--- config.mk ---
export PLATFORM = sky130hd
export DESIGN_NAME = alu_arbiter
export DESIGN_NICKNAME = d
export VERILOG_FILES = /design/src/rtl/alu_arbiter.sv
export SDC_FILE = /design/constraint.sdc
export NUM_CORES = 1
export LEC_CHECK = 0
export BUFFER_PORTS_ARGS = -buffer_cell sky130_fd_sc_hd__buf_4
export CAP_MARGIN = 20
export CORE_MARGIN = 5
export CORE_UTILIZATION = 25
export CTS_CLUSTER_SIZE = 24
export DETAILED_ROUTE_END_ITERATION = 8
export GPL_TIMING_DRIVEN = 0
export PLACE_DENSITY_LB_ADDON = 0.08
export REMOVE_ABC_BUFFERS = 1
export SLEW_MARGIN = 5
export SYNTH_ARGS = -nofsm -noshare
export SYNTH_HDL_FRONTEND = slang
export SYNTH_SLANG_ARGS = --single-unit
--- constraint.sdc ---
create_clock -name clk -period 10.4 [get_ports clk]
set_input_delay 1.56 -clock clk [delete_from_list [all_inputs] [get_ports clk]]
set_output_delay 1.56 -clock clk [all_outputs]
set_load 0.005 [all_outputs]
--- src/rtl/alu_arbiter.sv ---
// Two-requester arbiter sharing one combinational ALU through an IDLE/EXEC/DONE FSM.
// Define ALU_ARB_RR_EN for round-robin tie-breaking; the default build uses fixed priority (requester 0 wins).
module alu_arbiter #(
  parameter logic [5:0] NOOP_OP = 6'h3F
) (
  input  logic        clk,
  input  logic        rst,
  input  logic        req0_vld,
  input  logic [5:0]  req0_op,
  input  logic [31:0] req0_a,
  input  logic [31:0] req0_b,
  output logic        req0_gnt,
  output logic        req0_done,
  output logic [31:0] req0_res,
  output logic [2:0]  req0_nzv,
  input  logic        req1_vld,
  input  logic [5:0]  req1_op,
  input  logic [31:0] req1_a,
  input  logic [31:0] req1_b,
  output logic        req1_gnt,
  output logic        req1_done,
  output logic [31:0] req1_res,
  output logic [2:0]  req1_nzv,
  output logic        busy
);

  localparam logic [1:0] IDLE = 2'd0;
  localparam logic [1:0] EXEC = 2'd1;
  localparam logic [1:0] DONE = 2'd2;

  localparam logic [5:0] OP_ADD  = 6'h20;
  localparam logic [5:0] OP_ADDI = 6'h21;
  localparam logic [5:0] OP_SUB  = 6'h22;
  localparam logic [5:0] OP_NAND = 6'h23;
  localparam logic [5:0] OP_AND  = 6'h24;
  localparam logic [5:0] OP_ANDI = 6'h25;
  localparam logic [5:0] OP_SRL  = 6'h26;
  localparam logic [5:0] OP_SLL  = 6'h27;
  localparam logic [5:0] OP_XOR  = 6'h28;

  logic [1:0]  state;
  logic        owner;
  logic [5:0]  op_q;
  logic [31:0] a_q;
  logic [31:0] b_q;
  logic        any_vld;
  logic        grant;
  logic        win;

  logic [31:0] alu_res;
  logic        alu_v;
  logic        flag_upd;
  logic [32:0] sum33;
  logic [31:0] diff;
  logic        big_shift;

  assign any_vld = req0_vld | req1_vld;
  assign grant   = (state == IDLE) && any_vld && !rst;

`ifdef ALU_ARB_RR_EN
  // prio1 set means requester 1 wins the next tie; it flips to the loser on every grant.
  logic prio1;
  assign win = req1_vld && (!req0_vld || prio1);

  always_ff @(posedge clk) begin
    if (rst)        prio1 <= 1'b0;
    else if (grant) prio1 <= ~win;
  end
`else
  assign win = req1_vld && !req0_vld;
`endif

  assign req0_gnt  = grant && !win;
  assign req1_gnt  = grant && win;
  assign req0_done = (state == DONE) && !owner && !rst;
  assign req1_done = (state == DONE) && owner && !rst;
  assign busy      = (state != IDLE);

  assign sum33     = {1'b0, a_q} + {1'b0, b_q};
  assign diff      = a_q - b_q;
  assign big_shift = |b_q[31:5];

  // NOTE: every always_comb output gets a default first so no path can infer a latch.
  always_comb begin
    alu_res  = 32'd0;
    alu_v    = 1'b0;
    flag_upd = 1'b0;
    if (op_q != NOOP_OP) begin
      case (op_q)
        OP_ADD: begin
          alu_res  = sum33[31:0];
          alu_v    = (a_q[31] == b_q[31]) && (sum33[31] != a_q[31]);
          flag_upd = 1'b1;
        end
        OP_ADDI: begin
          alu_res  = sum33[31:0];
          alu_v    = sum33[32];
          flag_upd = 1'b1;
        end
        OP_SUB: begin
          alu_res  = diff;
          alu_v    = (a_q[31] != b_q[31]) && (diff[31] != a_q[31]);
          flag_upd = 1'b1;
        end
        OP_NAND: begin
          alu_res  = ~(a_q & b_q);
          flag_upd = 1'b1;
        end
        OP_AND, OP_ANDI: begin
          alu_res  = a_q & b_q;
          flag_upd = 1'b1;
        end
        OP_XOR: begin
          alu_res  = a_q ^ b_q;
          flag_upd = 1'b1;
        end
        OP_SRL:  alu_res = big_shift ? 32'd0 : (a_q >> b_q[4:0]);
        OP_SLL:  alu_res = big_shift ? 32'd0 : (a_q << b_q[4:0]);
        default: alu_res = 32'd0;
      endcase
    end
  end

  // NOTE: sequential state uses non-blocking assignments so all registers sample pre-edge values.
  always_ff @(posedge clk) begin
    if (rst) begin
      state    <= IDLE;
      owner    <= 1'b0;
      op_q     <= 6'd0;
      a_q      <= 32'd0;
      b_q      <= 32'd0;
      req0_res <= 32'd0;
      req0_nzv <= 3'b000;
      req1_res <= 32'd0;
      req1_nzv <= 3'b000;
    end else begin
      case (state)
        IDLE: begin
          if (any_vld) begin
            owner <= win;
            op_q  <= win ? req1_op : req0_op;
            a_q   <= win ? req1_a  : req0_a;
            b_q   <= win ? req1_b  : req0_b;
            state <= EXEC;
          end
        end
        EXEC: begin
          if (owner) begin
            req1_res <= alu_res;
            if (flag_upd) req1_nzv <= {alu_res[31], alu_res == 32'd0, alu_v};
          end else begin
            req0_res <= alu_res;
            if (flag_upd) req0_nzv <= {alu_res[31], alu_res == 32'd0, alu_v};
          end
          state <= DONE;
        end
        default: state <= IDLE;
      endcase
    end
  end

endmodule

==> qor.txt, run 1 <==
LEAKAGE: 6.71 nW
port bufs: 218
Iter 0 DRT Violations: 1,260
grt met2 use: 33.6%
max cap viols: 0
met1 usage: 28.3%
Setup violations, final: 0
Final min period: 6260 ps
layout cells sized above 1: 19.2%
f_max: 160 MHz
vias in the first global route: 15,500
clock skew: 16.9 ps
Synth area leader: dfxtp_1
Post-CTS Hold Fix Bufs: 0
P per Cell Area: 141 nW/um^2
post-synthesis cell type count: 99
Post-synth EDFFs: 0
CTS root buf: clkbuf_16
synthesized area: 15,100 um^2
GRT Util Overall: 20.9%
Layout area overhead: 19.0%
final WL: 70,600 um
Top Usage Layer GRT: met2
CORE AREA: 60,100 um^2
Final GP Congestion: 0.916
vias per cell: 5.68
arrival time at the worst endpoint: 6620 ps
Post-Synth Simple-Gate Area: 19.5%
Yosys top cell area share: 18.9%
Async SR Flop Fraction: 0%
Hold Vio Cnt, Final: 0
main area contributors after synthesis: dfxtp_1, mux2i_1, a211oi_1
adder-cell share of the synthesized area: 5.64%
largest net degree at the start of global routing: 90
most frequent cells after synthesis: nor2_1, a211oi_1, dfxtp_1
I/O pins: 219
Total Power: 0.00253 W
Worst-Margin Slew: 1230 ps
compound-cell area share of the yosys netlist: 29.8%
ys flop type: dfxtp_1
period utilization: 60.2%
Avg Cell Area, Syn: 7.71 um^2
DRT antenna net count: 0
Reg clk slew, reported paths: 70 ps
CTS tree: done
Pre-antenna DRT Iters: 5
Setup Fix Bufs, Post-CTS: 0
synthesized instance count: 1,961
Worst slew margin: 18.0%
DR vias: 16,100
#FFs+latches synth: 143
Initial Utilization: 25.1%
crit path launch type: register
DRC viols: 0
Worst-Skew Late Latency: 500 ps
maximum vdd drop: 134 uV
DP HPWL: 54,100 um
CP Max Fanout: 62
run status: completed
Final TNS setup: 0 ps
grt total ovfl: 0
Chip Width: 256 um
multiplexer area fraction after synthesis: 17.9%
Nets: 2,247
# fillers: 6,528
Die ar.: 65,500 um^2
CTS buffer count: 17
WP data required: 10,750 ps
Critical Path Sink Type: register
CTS sink count: 143
first-pass GRT wire length: 105,000 um
crit path kind: reg2reg
unrepaired setup endpoints after global routing: false
cell area after layout: 18,000 um^2
wire per inst: 24.9 um
Seq/Total Area, Yosys: 18.9%
Post-Synth XOR/XNOR Area: 1.10%
initial antenna violation count: 1
Final Max Tran Viols: 0
H-tree levels: 4
Placed Area: 17,400 um^2
buffer levels on the longest clock path: 2
# rows: 90
die height: 256 um
most common cell in the netlist: nor2_1
# resized after CTS: 0
largest family of logic cells by synthesized area: compound AO/OA/AOI/OAI gates
Syn. warnings: 0
Hold WC Path Type: reg2reg
met3 GRT Util: 3.84%
[cells by family after synthesis]
| kind of cell | count (synthesis) |
|---|---|
| flip-flops | 143 |
| buffers and inverters | 251 |
| AND/OR/NAND/NOR | 638 |
| XOR/XNOR | 19 |
| AO/OA/AOI/OAI | 632 |
| multiplexers | 211 |
| adder cells (fa/ha/maj) | 67 |
[per-stage QoR]
stage	worst slack [ps]	util, %	std cells	hold slack, ps
6_report	4140	29.9	2832	498
5_1_grt	3730	29.9	2831	521
4_1_cts	4010	29.9	2831	501
3_5_place_dp	4040	29.0	2799	491
3_3_place_gp	128	28.1	2778	490
2_1_floorplan	2300	-	1778	469
[cell type report]
class | instances | area [um^2] | share of cell area [%]
Sequential cell | 143 | 2880 | 16.0
Antenna cell | 1 | 2.50 | 0.0139
Timing Repair Buffer | 239 | 2080 | 11.5
Inverter | 68 | 255 | 1.42
Clock inverter | 14 | 125 | 0.695
Tap cell | 782 | 978 | 5.44
Multi-Input combinational cell | 1567 | 11200 | 62.4
Clock buffer | 18 | 439 | 2.44
[critical path, stage by stage, from the launching register on]
cell and delay (ps):
dfxtp_4 860, clkinv_1 640, buf_16 350, ha_1 390, nor2_1 120, a2111oi_2 680
nor3_1 260, o31ai_2 630, nor3_1 110, a2111oi_1 800, o21ai_0 180, o2111ai_1 140
o31ai_1 110, a211oi_1 680, a211oi_1 170
[flip-flops by register name (all words and copies together), names as in the netlist]
register	flops
req0_nzv	3
req1_res	32
owner	1
op_q	6
req1_nzv	3
a_q	32
state	2
b_q	32
req0_res	32
[power by group]
group          switching, W  leakage [nW]  internal, W  total (W)
Clock              0.000303         0.271     0.000319   0.000621
Combinational      0.000705          5.26     0.000465    0.00117
Sequential         0.000145          1.18     0.000597   0.000742
[placed cells by master, fill, tap and decap left out, types with 33 or more instances in the layout]
| master | n |
|---|---|
| ha_1 | 65 |
| mux4_2 | 43 |
| nand2_1 | 127 |
| nor3_1 | 40 |
| nor2_1 | 280 |
| buf_4 | 217 |
| a21oi_1 | 119 |
| dfxtp_1 | 138 |
| mux2i_1 | 141 |
| o21ai_0 | 69 |
| nand3_1 | 33 |
| a211oi_1 | 167 |
| inv_1 | 62 |
[final timing paths]
| kind | start | end | slack (ps) | cells after the start |
|---|---|---|---|---|
| worst max-delay path | b_q[3]$_SDFFE_PP0P_ | req0_nzv[0]$_SDFFE_PP0P_ | 4140 | 14 |
| worst min-delay path | req1_res[15]$_SDFFE_PP0P_ | req1_res[15]$_SDFFE_PP0P_ | 500 | 2 |
| worst max register to register | b_q[3]$_SDFFE_PP0P_ | req0_nzv[0]$_SDFFE_PP0P_ | 4140 | 14 |
| worst min register to register | req1_res[15]$_SDFFE_PP0P_ | req1_res[15]$_SDFFE_PP0P_ | 500 | 2 |
[routing by layer]
| metal | share of wire [%] | wire length [um] |
|---|---|---|
| met5 | 0.016 | 11 |
| met4 | 3.2 | 2230 |
| met3 | 5.5 | 3860 |
| met2 | 46 | 32600 |
| met1 | 45 | 31900 |
(Power assumes the default switching activity.)
==> run 2: changes to the inputs <==
- clock period: 10.4 -> 6 ns (I/O delays scaled with it)
==> qor.txt, run 2 (synthesized netlist as in run 1, its figures left out) <==
Setup violations, final: 0
run status: completed
Iter 0 DRT Violations: 1,413
final core occ: 30.0%
Worst slew margin: 19.2%
LEAKAGE: 6.73 nW
wl on met1: 32,200 um
first-pass GRT wire length: 105,000 um
final WL: 71,200 um
top sig layer: met5
arrival time at the worst endpoint: 6040 ps
CTS tree: done
Reg clk slew, reported paths: 70 ps
CP Max Fanout: 33
Die ar.: 65,500 um^2
Worst-Skew Late Latency: 510 ps
I/O pins: 219
GRT Util Overall: 20.9%
unrepaired setup endpoints after global routing: false
dpl cells: 2,799
die height: 256 um
initial antenna violation count: 1
period utilization: 94.8%
clock skew: 15.5 ps
maximum vdd drop: 235 uV
Worst-Margin Slew: 1210 ps
most frequent cells in the layout: nor2_1, buf_4, a211oi_1, mux2i_1, dfxtp_1
DP HPWL: 54,100 um
buffer levels on the longest clock path: 2
Flop pwr share: 29.1%
CTS sink count: 143
Post-CTS Hold Fix Bufs: 0
CTS buffer count: 17
crit path launch type: register
WL met3: 3880 um
Total Power: 0.00442 W
Chip Width: 256 um
internal power: 0.00240 W
Final min period: 5690 ps
grt total ovfl: 0
Logic pwr share: 46.5%
DRT antenna net count: 0
NetSw: 0.00202 W
crit path kind: reg2reg
Critical Path Sink Type: register
Hold WC Path Type: reg2reg
WP data required: 6350 ps
H-tree levels: 4
most common cell after layout, fill and taps aside: nor2_1
port bufs: 218
Detail Route met2 WL: 32,900 um
largest net degree at the start of global routing: 90
# rows: 90
Layout area overhead: 19.4%
max cap viols: 0
Final Max Tran Viols: 0
f_max: 176 MHz
cell area after layout: 18,100 um^2
P per Cell Area: 245 nW/um^2
wire per inst: 25.1 um
Post-Layout Cell Count: 2,836
DR vias: 16,200
vias in the first global route: 15,500
CORE AREA: 60,100 um^2
Pre-antenna DRT Iters: 6
Final GP Congestion: 0.916
DRC viols: 0
Placed Area: 17,400 um^2
Initial Utilization: 25.1%
Sw Share: 45.7%
vias per cell: 5.71
layout cells sized above 1: 19.4%
Clock power frac: 24.4%
CTS root buf: clkbuf_16
Hold Vio Cnt, Final: 0
Nets: 2,248
-- run 2: power by group through the flow --
stage | clock [W] | combinational, W | sequential [W]
6_report | 0.00108 | 0.00205 | 0.00128
2_1_floorplan | 0 | 0.00132 | 0.00122
5_1_grt | 0.00116 | 0.00223 | 0.00130
3_5_place_dp | 0 | 0.00201 | 0.00131
3_3_place_gp | 0 | 0.00199 | 0.00135
4_1_cts | 0.00112 | 0.00202 | 0.00129
-- run 2: worst paths after layout --
| check | slack [ps] | to | cells after the start | start |
|---|---|---|---|---|
| worst max-delay path | 310 | req0_nzv[0]$_SDFFE_PP0P_ | 13 | b_q[4]$_SDFFE_PP0P_ |
| worst max register to register | 310 | req0_nzv[0]$_SDFFE_PP0P_ | 13 | b_q[4]$_SDFFE_PP0P_ |
| worst min register to register | 500 | req1_res[15]$_SDFFE_PP0P_ | 2 | req1_res[15]$_SDFFE_PP0P_ |
| worst min-delay path | 500 | req1_res[15]$_SDFFE_PP0P_ | 2 | req1_res[15]$_SDFFE_PP0P_ |
-- run 2: per-layer routing --
layer	global-route usage [%]	up-vias
met5	0	-
met4	7.05	2
met3	3.83	103
met2	33.6	571
met1	28.4	7898
li1	-	7623
-- run 2: final cells by class --
class / count / area, um^2
multi-input combinational: 1567 / 11300
antenna: 4 / 10.0
clock inverter: 14 / 125
timing repair buffer: 240 / 2100
sequential: 143 / 2880
clock buffer: 18 / 439
tap: 782 / 978
fill: 6518 / 42100
inverter: 68 / 260
-- run 2: timing repair --
action                     in CTS  in global routing
setup endpoints to repair       4                  4
pin swaps                       0                  0
gates resized for setup         2                  4
setup buffers                   0                  1
-- run 2: stage by stage --
| stage | setup slack (ps) | hold WS, ps | setup TNS (ps) |
|---|---|---|---|
| finish | 314 | 498 | 0 |
| global route | 145 | 521 | 0 |
| detailed placement | -360 | 491 | -932 |
| CTS | 5.58 | 501 | 0 |
| global placement | -3800 | 490 | -352950 |
| floorplan | -779 | 469 | -23970 |
-- run 2: critical path: stages (launching register included) --
cell and delay (ps):
dfxtp_4 630, clkinv_1 480, ha_1 680, nor2_1 160, a2111oi_2 700, nor3_1 250
o31ai_2 630, nor3_1 130, a2111oi_2 550, o21ai_0 170, o2111ai_1 130, o31ai_1 110
a211oi_1 720, a211oi_1 170
==> run 3: changes to the inputs <==
- CORE_UTILIZATION: 25 -> 35
- RECOVER_POWER: unset -> 25
==> qor.txt, run 3 (synthesized netlist as in run 1, its figures left out) <==
CORE AREA: 42,900 um^2
crit path kind: reg2reg
multi-input logic area: 11,300 um^2
# rows: 76
WP data required: 6400 ps
buffer levels on the longest clock path: 2
antenna cells: 0
Final GP Congestion: 0.990
clock skew: 12.6 ps
final core occ: 41.4%
Setup violations, final: 0
Worst R2R Setup Slack: 240 ps
CTS tree: done
port bufs: 218
met3 GRT Util: 4.60%
initial antenna violation count: 0
Worst-Margin Slew: 2880 ps
vias in the first global route: 15,300
GRT Util Overall: 26.4%
final WL: 64,600 um
Worst-Skew Late Latency: 490 ps
Place WS: -703 ps
CP Max Fanout: 34
worst hold slack: 494 ps
met1 usage: 36.4%
DP HPWL: 49,300 um
Worst slew margin: -92.3%
DRC viols: 0
period utilization: 96.0%
Hold Vio Cnt, Final: 0
r2r worst-path depth: 14
CTS buffer count: 17
unrepaired setup endpoints after global routing: false
dpl cells: 2,604
wire per inst: 24.5 um
r2r startpoint: b_q[3]$_SDFFE_PP0P_
Die ar.: 47,500 um^2
RR Endpoint: req1_nzv[1]$_SDFFE_PP0P_
Chip Width: 218 um
most common cell after layout, fill and taps aside: nor2_1
Post-CTS Hold Fix Bufs: 0
most frequent cells in the layout: nor2_1, buf_4, a211oi_1, mux2i_1, dfxtp_1
final setup margin: 238 ps
layout cells sized above 1: 19.1%
Nets: 2,249
LEAKAGE: 6.68 nW
Final Max Tran Viols: 60
Critical Path Sink Type: register
worst hold path endpoint: req0_res[19]$_SDFFE_PP0P_
Pre-antenna DRT Iters: 5
Final min period: 5760 ps
CTS root buf: clkbuf_16
Hold WC Path Type: reg2reg
I/O pins: 219
grt total ovfl: 0
Hold Startpoint: req0_res[19]$_SDFFE_PP0P_
largest net degree at the start of global routing: 89
grt met2 use: 42.2%
DR vias: 16,200
Post-Layout Cell Count: 2,636
Reg area: 2880 um^2
die height: 218 um
hold-critical path depth: 2
maximum vdd drop: 192 uV
Initial Utilization: 35.3%
f_max: 174 MHz
Layout area overhead: 17.3%
crit path launch type: register
Reg clk slew, reported paths: 60 ps
first-pass GRT wire length: 96,700 um
failing checks: max-capacitance violations, max-slew violations
max cap viols: 1
CTS sink count: 143
run status: complete, but fails checks
arrival time at the worst endpoint: 6160 ps
Final TNS setup: 0 ps
Top Usage Layer GRT: met2
Iter 0 DRT Violations: 1,487
P per Cell Area: 243 nW/um^2
# fillers: 4,441
vias per cell: 6.14
H-tree levels: 4
DRT antenna net count: 0
==> run 3: critical path, cell delays in order (launching register included) <==
cell,delay (ps)
dfxtp_2,760
buf_12,300
clkinv_2,470
ha_1,590
o211ai_1,140
a211oi_1,470
nor2_1,150
o41ai_2,550
a311oi_1,300
o31a_1,390
nand2_1,100
o211ai_1,100
a211oi_1,760
nand4_1,290
o31ai_1,280
==> run 3: timing repair <==
item	in CTS	in global routing
buffers inserted	0	0
pin swaps	0	0
setup endpoints to repair	10	4
gates resized for setup	2	2
==> run 3: power by group <==
group          internal (W)  leakage, nW  switching, W
clock network      0.000573        0.267      0.000451
registers           0.00103         1.18      0.000218
logic              0.000804         5.23       0.00122
==> run 3: cell type report <==
cell class                      count  area share, %
Inverter                           68           1.45
Sequential cell                   143           16.2
Multi-Input combinational cell   1567           63.5
Tap cell                          585           4.13
Clock buffer                       21           2.72
Clock inverter                     11          0.451
Timing Repair Buffer              241           11.6
==> run 3: worst max-delay path by stage <==
stage / startpoint / to / slack [ps] / depth (start not counted)
after CTS: b_q[3]$_SDFFE_PP0P_ / req1_nzv[1]$_SDFFE_PP0P_ / 140 / 14
after global placement: b_q[2]$_SDFFE_PP0P_ / req0_nzv[1]$_SDFFE_PP0P_ / -3580 / 13
after global routing: b_q[3]$_SDFFE_PP0P_ / req1_nzv[1]$_SDFFE_PP0P_ / 20 / 14
after detailed placement: b_q[3]$_SDFFE_PP0P_ / req1_nzv[1]$_SDFFE_PP0P_ / -700 / 14
final: b_q[3]$_SDFFE_PP0P_ / req1_nzv[1]$_SDFFE_PP0P_ / 240 / 14
after floorplan: req0_vld / req1_gnt / -780 / 2
==> run 3: per-layer routing <==
metal	routed length, um	vias up
li1	-	7613
met1	28800	7830
met2	30000	631
met3	4010	101
met4	1760	0
met5	0	-
==> run 3: stage by stage <==
step                      total power [W]  area (um^2)
after floorplan                   0.00254        14300
after global placement            0.00327        16700
after detailed placement          0.00325        17200
after CTS                         0.00431        17700
after global routing              0.00455        17700
final                             0.00430        17700
